<file path="config.mk">
export PLATFORM = sky130hd
export DESIGN_NAME = timer_counter_core_flat
export DESIGN_NICKNAME = d
export VERILOG_FILES = /design/src/rtl/timer_counter_core_if.sv /design/src/rtl/timer_counter_core.sv /design/src/flat_wrapper.sv
export SDC_FILE = /design/constraint.sdc
export NUM_CORES = 1
export LEC_CHECK = 0
export CAP_MARGIN = 5
export CORE_ASPECT_RATIO = 0.8
export CORE_MARGIN = 8
export CORE_UTILIZATION = 43
export CTS_CLUSTER_SIZE = 40
export DETAILED_ROUTE_END_ITERATION = 6
export HOLD_SLACK_MARGIN = 0.06
export PLACE_DENSITY = 0.74
export SKIP_LAST_GASP = 1
export SLEW_MARGIN = 20
export SYNTH_ARGS = -nofsm -noshare
export SYNTH_HDL_FRONTEND = slang
export SYNTH_SLANG_ARGS = --single-unit
</file>
<file path="constraint.sdc">
create_clock -name clk -period 2.7 [get_ports clk]
set_input_delay 0.405 -clock clk [delete_from_list [all_inputs] [get_ports clk]]
set_output_delay 0.405 -clock clk [all_outputs]
set_load 0.02 [all_outputs]
</file>
<file path="src/rtl/timer_counter_core_if.sv">
// Bus between the timer register block and the counting core: decoded TCR
// fields and TDR in, TCNT and the wrap pulses out.
interface timer_counter_core_if #(
  parameter int WIDTH = 8
);
  logic [WIDTH-1:0] tdr;
  logic             load;
  logic             updown;
  logic             en;
  logic [1:0]       cks;
  logic [WIDTH-1:0] tcnt;
  logic             ovf;
  logic             udf;

  modport master (
    output tdr, load, updown, en, cks,
    input  tcnt, ovf, udf
  );

  modport slave (
    input  tdr, load, updown, en, cks,
    output tcnt, ovf, udf
  );
endinterface

</file>
<file path="src/rtl/timer_counter_core.sv">
// Counting core of the 8-bit timer: prescaler, up/down TCNT with reload,
// and single-cycle overflow/underflow pulses.
module timer_counter_core #(
  parameter int WIDTH = 8,
  parameter int DIV_W = 4
) (
  input  logic                 clk,
  input  logic                 rst,
  timer_counter_core_if.slave  bus
);

  logic [DIV_W-1:0] r_divCnt;
  logic [WIDTH-1:0] r_tcnt;
  logic             r_ovf;
  logic             r_udf;
  logic [DIV_W-1:0] w_term;
  logic             w_tick;

  always_comb begin
    w_term = DIV_W'(1);
    case (bus.cks)
      2'b00: w_term = DIV_W'(1);
      2'b01: w_term = DIV_W'(3);
      2'b10: w_term = DIV_W'(7);
      2'b11: w_term = DIV_W'(15);
    endcase
  end

  assign w_tick = bus.en & ~bus.load & (r_divCnt == w_term);

  // A lowered cks can leave div_cnt above the new terminal; clear it without ticking.
  always_ff @(posedge clk or posedge rst) begin
    if (rst) begin
      r_divCnt <= '0;
    end else if (!bus.en || bus.load) begin
      r_divCnt <= '0;
    end else if (r_divCnt >= w_term) begin
      r_divCnt <= '0;
    end else begin
      r_divCnt <= r_divCnt + DIV_W'(1);
    end
  end

  always_ff @(posedge clk or posedge rst) begin
    if (rst) begin
      r_tcnt <= '0;
      r_ovf  <= 1'b0;
      r_udf  <= 1'b0;
    end else begin
      r_ovf <= 1'b0;
      r_udf <= 1'b0;
      if (bus.load) begin
        r_tcnt <= bus.tdr;
      end else if (w_tick && !bus.updown) begin
        r_tcnt <= r_tcnt + WIDTH'(1);
        r_ovf  <= (r_tcnt == '1);
      end else if (w_tick && bus.updown) begin
        r_tcnt <= r_tcnt - WIDTH'(1);
        r_udf  <= (r_tcnt == '0);
      end
    end
  end

  assign bus.tcnt = r_tcnt;
  assign bus.ovf  = r_ovf;
  assign bus.udf  = r_udf;

endmodule

</file>
<file path="src/flat_wrapper.sv">
// flat-port wrapper written by rule: the top's interface ports become plain ports
module timer_counter_core_flat 
#(
  parameter int WIDTH = 8,
  parameter int DIV_W = 4
)
  (clk, rst, bus_tdr, bus_load, bus_updown, bus_en, bus_cks, bus_tcnt, bus_ovf, bus_udf);
  timer_counter_core_if #(.WIDTH(WIDTH)) bus_i ();
  input  logic clk;
  input  logic rst;
  input wire logic [$bits(bus_i.tdr)-1:0] bus_tdr;
  input wire logic [$bits(bus_i.load)-1:0] bus_load;
  input wire logic [$bits(bus_i.updown)-1:0] bus_updown;
  input wire logic [$bits(bus_i.en)-1:0] bus_en;
  input wire logic [$bits(bus_i.cks)-1:0] bus_cks;
  output wire logic [$bits(bus_i.tcnt)-1:0] bus_tcnt;
  output wire logic [$bits(bus_i.ovf)-1:0] bus_ovf;
  output wire logic [$bits(bus_i.udf)-1:0] bus_udf;
  assign bus_i.tdr = bus_tdr;
  assign bus_i.load = bus_load;
  assign bus_i.updown = bus_updown;
  assign bus_i.en = bus_en;
  assign bus_i.cks = bus_cks;
  assign bus_tcnt = bus_i.tcnt;
  assign bus_ovf = bus_i.ovf;
  assign bus_udf = bus_i.udf;
  timer_counter_core #(.WIDTH(WIDTH), .DIV_W(DIV_W)) u_core (.clk(clk), .rst(rst), .bus(bus_i));
endmodule
</file>
=== After elaboration in Yosys (flattened, before gate mapping) ===
Index checks and enable logic that the tools add are counted.

* $add $sub $neg: 3
* Bitwise gates (word level): 3
* Eq/ne operators: 5
* Reduce and logical (&&, ||, !) cells: 8
* Magnitude comparators: 1
* Muxes and demuxes: 11

{| class="wikitable"
|+ Operator list
! operator !! number
|-
| 8-bit two-way mux || 3
|-
| 4-bit one-hot mux with 4 select lines || 1
|-
| 8-bit by 1-bit adder with 8-bit output (second input constant) || 1
|-
| 8-bit == test (second input constant) || 1
|-
| 8-bit zero test || 1
|-
| 4-bit two-way mux || 2
|-
| 8-bit by 1-bit subtractor with 8-bit output (second input constant) || 1
|-
| 1-bit two-way mux || 5
|-
| 4-bit by 1-bit adder with 4-bit output (second input constant) || 1
|-
| 2-bit == test (second input constant) || 2
|-
| 4-bit == test || 1
|-
| 4-bit >= comparator || 1
|-
| 3-bit nonzero test || 1
|-
| 1-bit bitwise AND || 2
|-
| 2-bit by 1-bit == test with 1-bit output (second input constant) || 1
|-
| 1-bit logical AND || 2
|-
| 1-bit zero test || 2
|-
| 2-bit zero test || 1
|-
| 1-bit logical OR || 1
|-
| 1-bit inverter || 1
|}

* Output and inout bits: 10
* Register bits after elaboration: 14
* Input bits: 15
* Word-level logic and storage cells: 35

=== Depth between registers and ports, before layout ===
* Word-level depth: 8
* Mapped depth: 11
* Depth with buffers taken out: 11

=== Least setup slack after synthesis ===
Ideal clock, no wire load.

* Path kind: input port to flip-flop
* From: in bus_cks[0]
* To: reg u_core.r_tcnt[7] (netlist: u_core.bus.tcnt[7])
* Required time: 2.618 ns
* Slack: -0.292 ns
* Setup time: 0.082 ns
* Arrival: 2.910 ns
* Cell stages on the path: 11
* Path buffers: 0
* Cell sequence: nor2_1 -> ha_1 -> and2_1 -> nand4_1 -> or2_2 -> ha_1 -> nand3_2 -> a211oi_2 -> nor3_1 -> or4_1 -> a31oi_1

* Word-level cells in the longest chain between the ends: 7
* Elaborated cells between the ends (all ways): 12
* Classes of those cells: 4 x eq/ne; 3 x mux; 1 x bitwise; 4 x reduce/logical

{| class="wikitable"
|+ Ends and longest elaborated chain
! item !! line !! text
|-
| start, declared || flat_wrapper.sv:15 || <nowiki>input wire logic [$bits(bus_i.cks)-1:0] bus_cks;</nowiki>
|-
| 2-bit == test, or another cell as far along || timer_counter_core.sv:21 || <nowiki>case (bus.cks)</nowiki>
|-
| 4-bit one-hot mux with 4 select lines * || timer_counter_core.sv:21 ||
|-
| 4-bit == test * || timer_counter_core.sv:29 || <nowiki>assign w_tick = bus.en & ~bus.load & (r_divCnt == w_term);</nowiki>
|-
| 1-bit bitwise AND * || timer_counter_core.sv:29 ||
|-
| 1-bit logical AND || timer_counter_core.sv:54 || <nowiki>end else if (w_tick && !bus.updown) begin</nowiki>
|-
| 8-bit two-way mux || timer_counter_core.sv:54 ||
|-
| 8-bit two-way mux || timer_counter_core.sv:52 || <nowiki>if (bus.load) begin</nowiki>
|-
| end signal, assigned || timer_counter_core.sv:53 || <nowiki>r_tcnt <= bus.tdr;</nowiki>
|-
| end signal, assigned || timer_counter_core.sv:55 || <nowiki>r_tcnt <= r_tcnt + WIDTH'(1);</nowiki>
|-
| end signal, assigned || timer_counter_core.sv:58 || <nowiki>r_tcnt <= r_tcnt - WIDTH'(1);</nowiki>
|-
| end, declared || timer_counter_core.sv:13 || <nowiki>logic [WIDTH-1:0] r_tcnt;</nowiki>
|}

Mark *: on every way between the ends. The rest lies on a longest branch, timed or not. The select of a mux whose other input is x is not followed.
A chain may end at the register's enable or synchronous reset.

=== Worst setup path in the final report ===
* From: reg u_core.r_divCnt[1]
* To: reg u_core.r_tcnt[7] (netlist: u_core.bus.tcnt[7])

* Word-level cells in the longest chain between the ends: 5
* Elaborated cells between the ends (all ways): 7
* Classes of those cells: 1 x eq/ne; 2 x mux; 1 x bitwise; 3 x reduce/logical

{| class="wikitable"
|+ Ends and longest elaborated chain
! item !! line !! text
|-
| start, declared || timer_counter_core.sv:12 || <nowiki>logic [DIV_W-1:0] r_divCnt;</nowiki>
|-
| start signal, assigned || timer_counter_core.sv:40 || <nowiki>r_divCnt <= r_divCnt + DIV_W'(1);</nowiki>
|-
| 4-bit == test * || timer_counter_core.sv:29 ||
|-
| 1-bit bitwise AND * || timer_counter_core.sv:29 ||
|-
| 1-bit logical AND || timer_counter_core.sv:54 ||
|-
| 8-bit two-way mux || timer_counter_core.sv:54 ||
|-
| 8-bit two-way mux || timer_counter_core.sv:52 ||
|}

Mark *: on every way between the ends. The rest lies on a longest branch, timed or not.

==> results by group <==
Yosys
  • Post-synthesis cell count: ~110
  • Synth warn: 0
  • Top cells by count, synth: 14 x dfrtp_1, 11 x ha_1, 11 x nand2_1, 8 x a21oi_1, 8 x o21ai_0
  • Per-instance average area after synthesis: 9.16 um2
  • Post-synth net total: roughly 140
  • Post-Synth XOR/XNOR Area: 0.0442
  • Async SR Flop Fraction: 1.00
  • Synth top area cells: dfrtp_1 35%, ha_1 14%, nand2_1 4.2%
  • Top cell type's share of synthesized area: 0.354
  • Mux share of post-synthesis cell area: 0.0101
  • Post-synth EDFFs: 0
  • Area fraction in compound gates after synthesis: 0.201
  • Syn Std Cell Area: ~990 um2
  • Count of cell types in the netlist: 33
  • #FFs+latches synth: 14
  • Combinational family with the most area after synthesis: simple AND/OR/NAND/NOR gates
  • Leading area contributor after synthesis: dfrtp_1
  • Fraction of the mapped netlist area in simple logic gates: 0.212
  • Top_reg_cell synth: dfrtp_1
  • Synth Area in Adders: 0.159
  • Top-count cell post-synth: dfrtp_1
  • Register area share after synthesis: 0.354

Worst hold path
  • Worst hold path type: in2async

Global routing
  • GRT Total Usage: 0.144
  • Number of global-route vias before repair: around 1,000
  • Initial antenna violation count: 0
  • Largest net degree at the start of global routing: 18
  • Grt total ovfl: 0
  • First-pass GRT wire length: just under 5000 um

Finish
  • Layout cell share with drive strength beyond 1: 0.276
  • Non-Filler Instances: ~180
  • Area added between synthesis and finish: 56.8%
  • # diodes: 0
  • Filler instances: 150
  • # nets final: approximately 190

Setup path
  • Crit-path max FO: 5
  • CP Class: reg2reg
  • Worst setup SP type: flip-flop
  • Worst path arrival time: just under 3 ns
  • Critical Path End Type: flip-flop
  • Worst EP required: slightly below 3 ns
  • Critical path launch point: u_core.r_divCnt[1]
  • RR Startpoint: u_core.r_divCnt[1]

Clock tree
  • H-tree depth: 1
  • Post-CTS Hold Buffers: 0
  • CTS tree: done
  • CTS sink cnt: 14
  • CTS Root Cell: clkbuf_4
  • Clock Pin Slew Worst Setup and Hold Paths: 0.08 ns
  • CTS max path bufs: 2
  • Clk Latency, worst-skew pair: 0.29 ns
  • CTS buffer count: 3

Route
  • Vias per cell: between 5 and 6
  • Initial DRC Count: 65
  • Routed length per instance: between 15 and 20 um
  • Via count: 1,005
  • Antenna viol nets, final: 0
  • DR pass1 iterations: 5
  • WL final: roughly 2800 um
  • Drt drc: 0

Floorplan
  • Die width: around 70 um
  • Ports: 25
  • Core area: about 0.0022 mm2
  • Die H: about 59 um
  • Full die area: slightly above 0.004 mm2
  • # rows: 15
  • Initial Util: 0.459

Placed design
  • PortBufs: 24
  • Final RePlAce weighted congestion: 0.840
  • Dpl cells: 170
  • Dpl hpwl: a little over 2000 um

Timing
  • Worst Tran Pin Value: around 0.56 ns
  • Period minus WS final: 2.71 ns
  • Max Clock Freq: about 0.37 GHz
  • Max Slew Vio Count: 0
  • Final hold vios: 0
  • Final Worst Setup Slack: -0.0129 ns
  • Final Cycle Share: 1.00
  • RSZ-0062 raised after global routing: true
  • Max_slew headroom: 0.625
  • Clock skew: around 0.0045 ns
  • TNS Setup: -0.0129 ns
  • Setup violators final: 1

Pwr
  • Power Density: between 300 and 400 mW/mm2
  • Internal Power: just under 400 uW
  • Sw Ratio: 0.324
  • Comb pwr share: 0.368
  • Pleak: roughly 0.66 nW
  • Clock share of power: 0.208
  • Reg power frac: 0.424
  • IR Drop Worst-Case VDD: around 300 uV
  • Net Switching: about 190 uW

Outcome
  • Status: complete, but fails checks
  • Violated checks: setup timing

Job
  • Maxcap violations: 0
-- cell families after synthesis --
| group | count (synthesis) |
|---|---|
| and+or+nand+nor | 40 |
| AOI/OAI and AO/OA | 31 |
| DFF | 14 |
| adders and majority gates | 12 |
| xor gates and xnor gates | 5 |
| buffers and inverters | 5 |
| muxes | 1 |
-- timing repair --
| item | CTS | global route |
|---|---|---|
| buffers inserted | 7 | 0 |
| endpoints found under the setup margin | 5 | 3 |
| gates resized for setup | 6 | 4 |
| pin swaps | 6 | 4 |
| cloned | 1 | 0 |
-- routing by layer --
layer  global-route usage  vias to the layer above  routed length (um)
met5                    0                        -                   0
met4               0.0314                        0                   8
met3               0.0503                        2                 213
met2                0.251                       36                1320
met1                0.167                      468                1290
li1                     -                      499                   -
-- flip-flops by register name, summed over array words and instances, names as in the netlist --
signal	count
u_core.bus.ovf	1
u_core.bus.tcnt	8
u_core.bus.udf	1
u_core.r_divCnt	4
-- through the flow --
stage	power (mW)	setup WS (ns)	utilization	hold WS (ns)	cell area, um2
final	0.582	-0.0129	0.719	0.465	1550
after global routing	0.618	-0.112	0.719	0.514	1550
after CTS	0.577	0.0139	0.711	0.496	1530
after global placement	0.447	-0.476	0.670	0.475	1450
after floorplan	0.357	-0.120	-	0.294	1070
after detailed placement	0.451	-0.559	0.670	0.475	1450
-- layout by cell type (no fill, tap or decap), drive strengths merged, types with 6 or more instances in the layout --
| cell | n |
|---|---|
| dfrtp | 14 |
| nor2 | 6 |
| nand2 | 11 |
| buf | 22 |
| nand3 | 6 |
| clkdlybuf4s50 | 22 |
| a21oi | 9 |
| ha | 11 |
| o21ai | 8 |
-- power by group through the flow --
stage	logic [mW]	registers, mW	clock network [mW]
global placement	0.197	0.250	0
global route	0.236	0.249	0.132
floorplan	0.0977	0.259	0
detailed placement	0.201	0.251	0
finish	0.214	0.247	0.121
CTS	0.206	0.247	0.124
-- layout make-up --
class | instances | area (um2) | area share
clock buffer | 3 | 22.5 | 0.0145
inverter | 3 | 11.3 | 0.00726
multi-input combinational | 90 | 733 | 0.473
tap | 25 | 31.3 | 0.0202
timing repair buffer | 46 | 403 | 0.260
sequential | 14 | 350 | 0.226
-- final timing paths --
path	cells past startpoint	slack (ns)	end
max in group asynchronous	2	1.86	u_core.bus.udf
worst max-delay path	10	-0.01	u_core.bus.tcnt[7]
worst min-delay path	2	0.47	u_core.r_divCnt[0]
worst min register to register	1	0.50	u_core.r_divCnt[0]
min in group clk	1	0.50	u_core.r_divCnt[0]
worst max register to register	10	-0.01	u_core.bus.tcnt[7]
-- critical path: stages, from the launching register on --
cell and delay (ns):
dfrtp_1 0.39, ha_1 0.28, and2_4 0.13, nand4_1 0.14, or2_4 0.36, ha_4 0.26
a21oi_4 0.17, a211oi_2 0.10, o21a_1 0.20, or4_1 0.46, a31oi_1 0.14
Note: power is estimated with default switching activity, not from simulation.
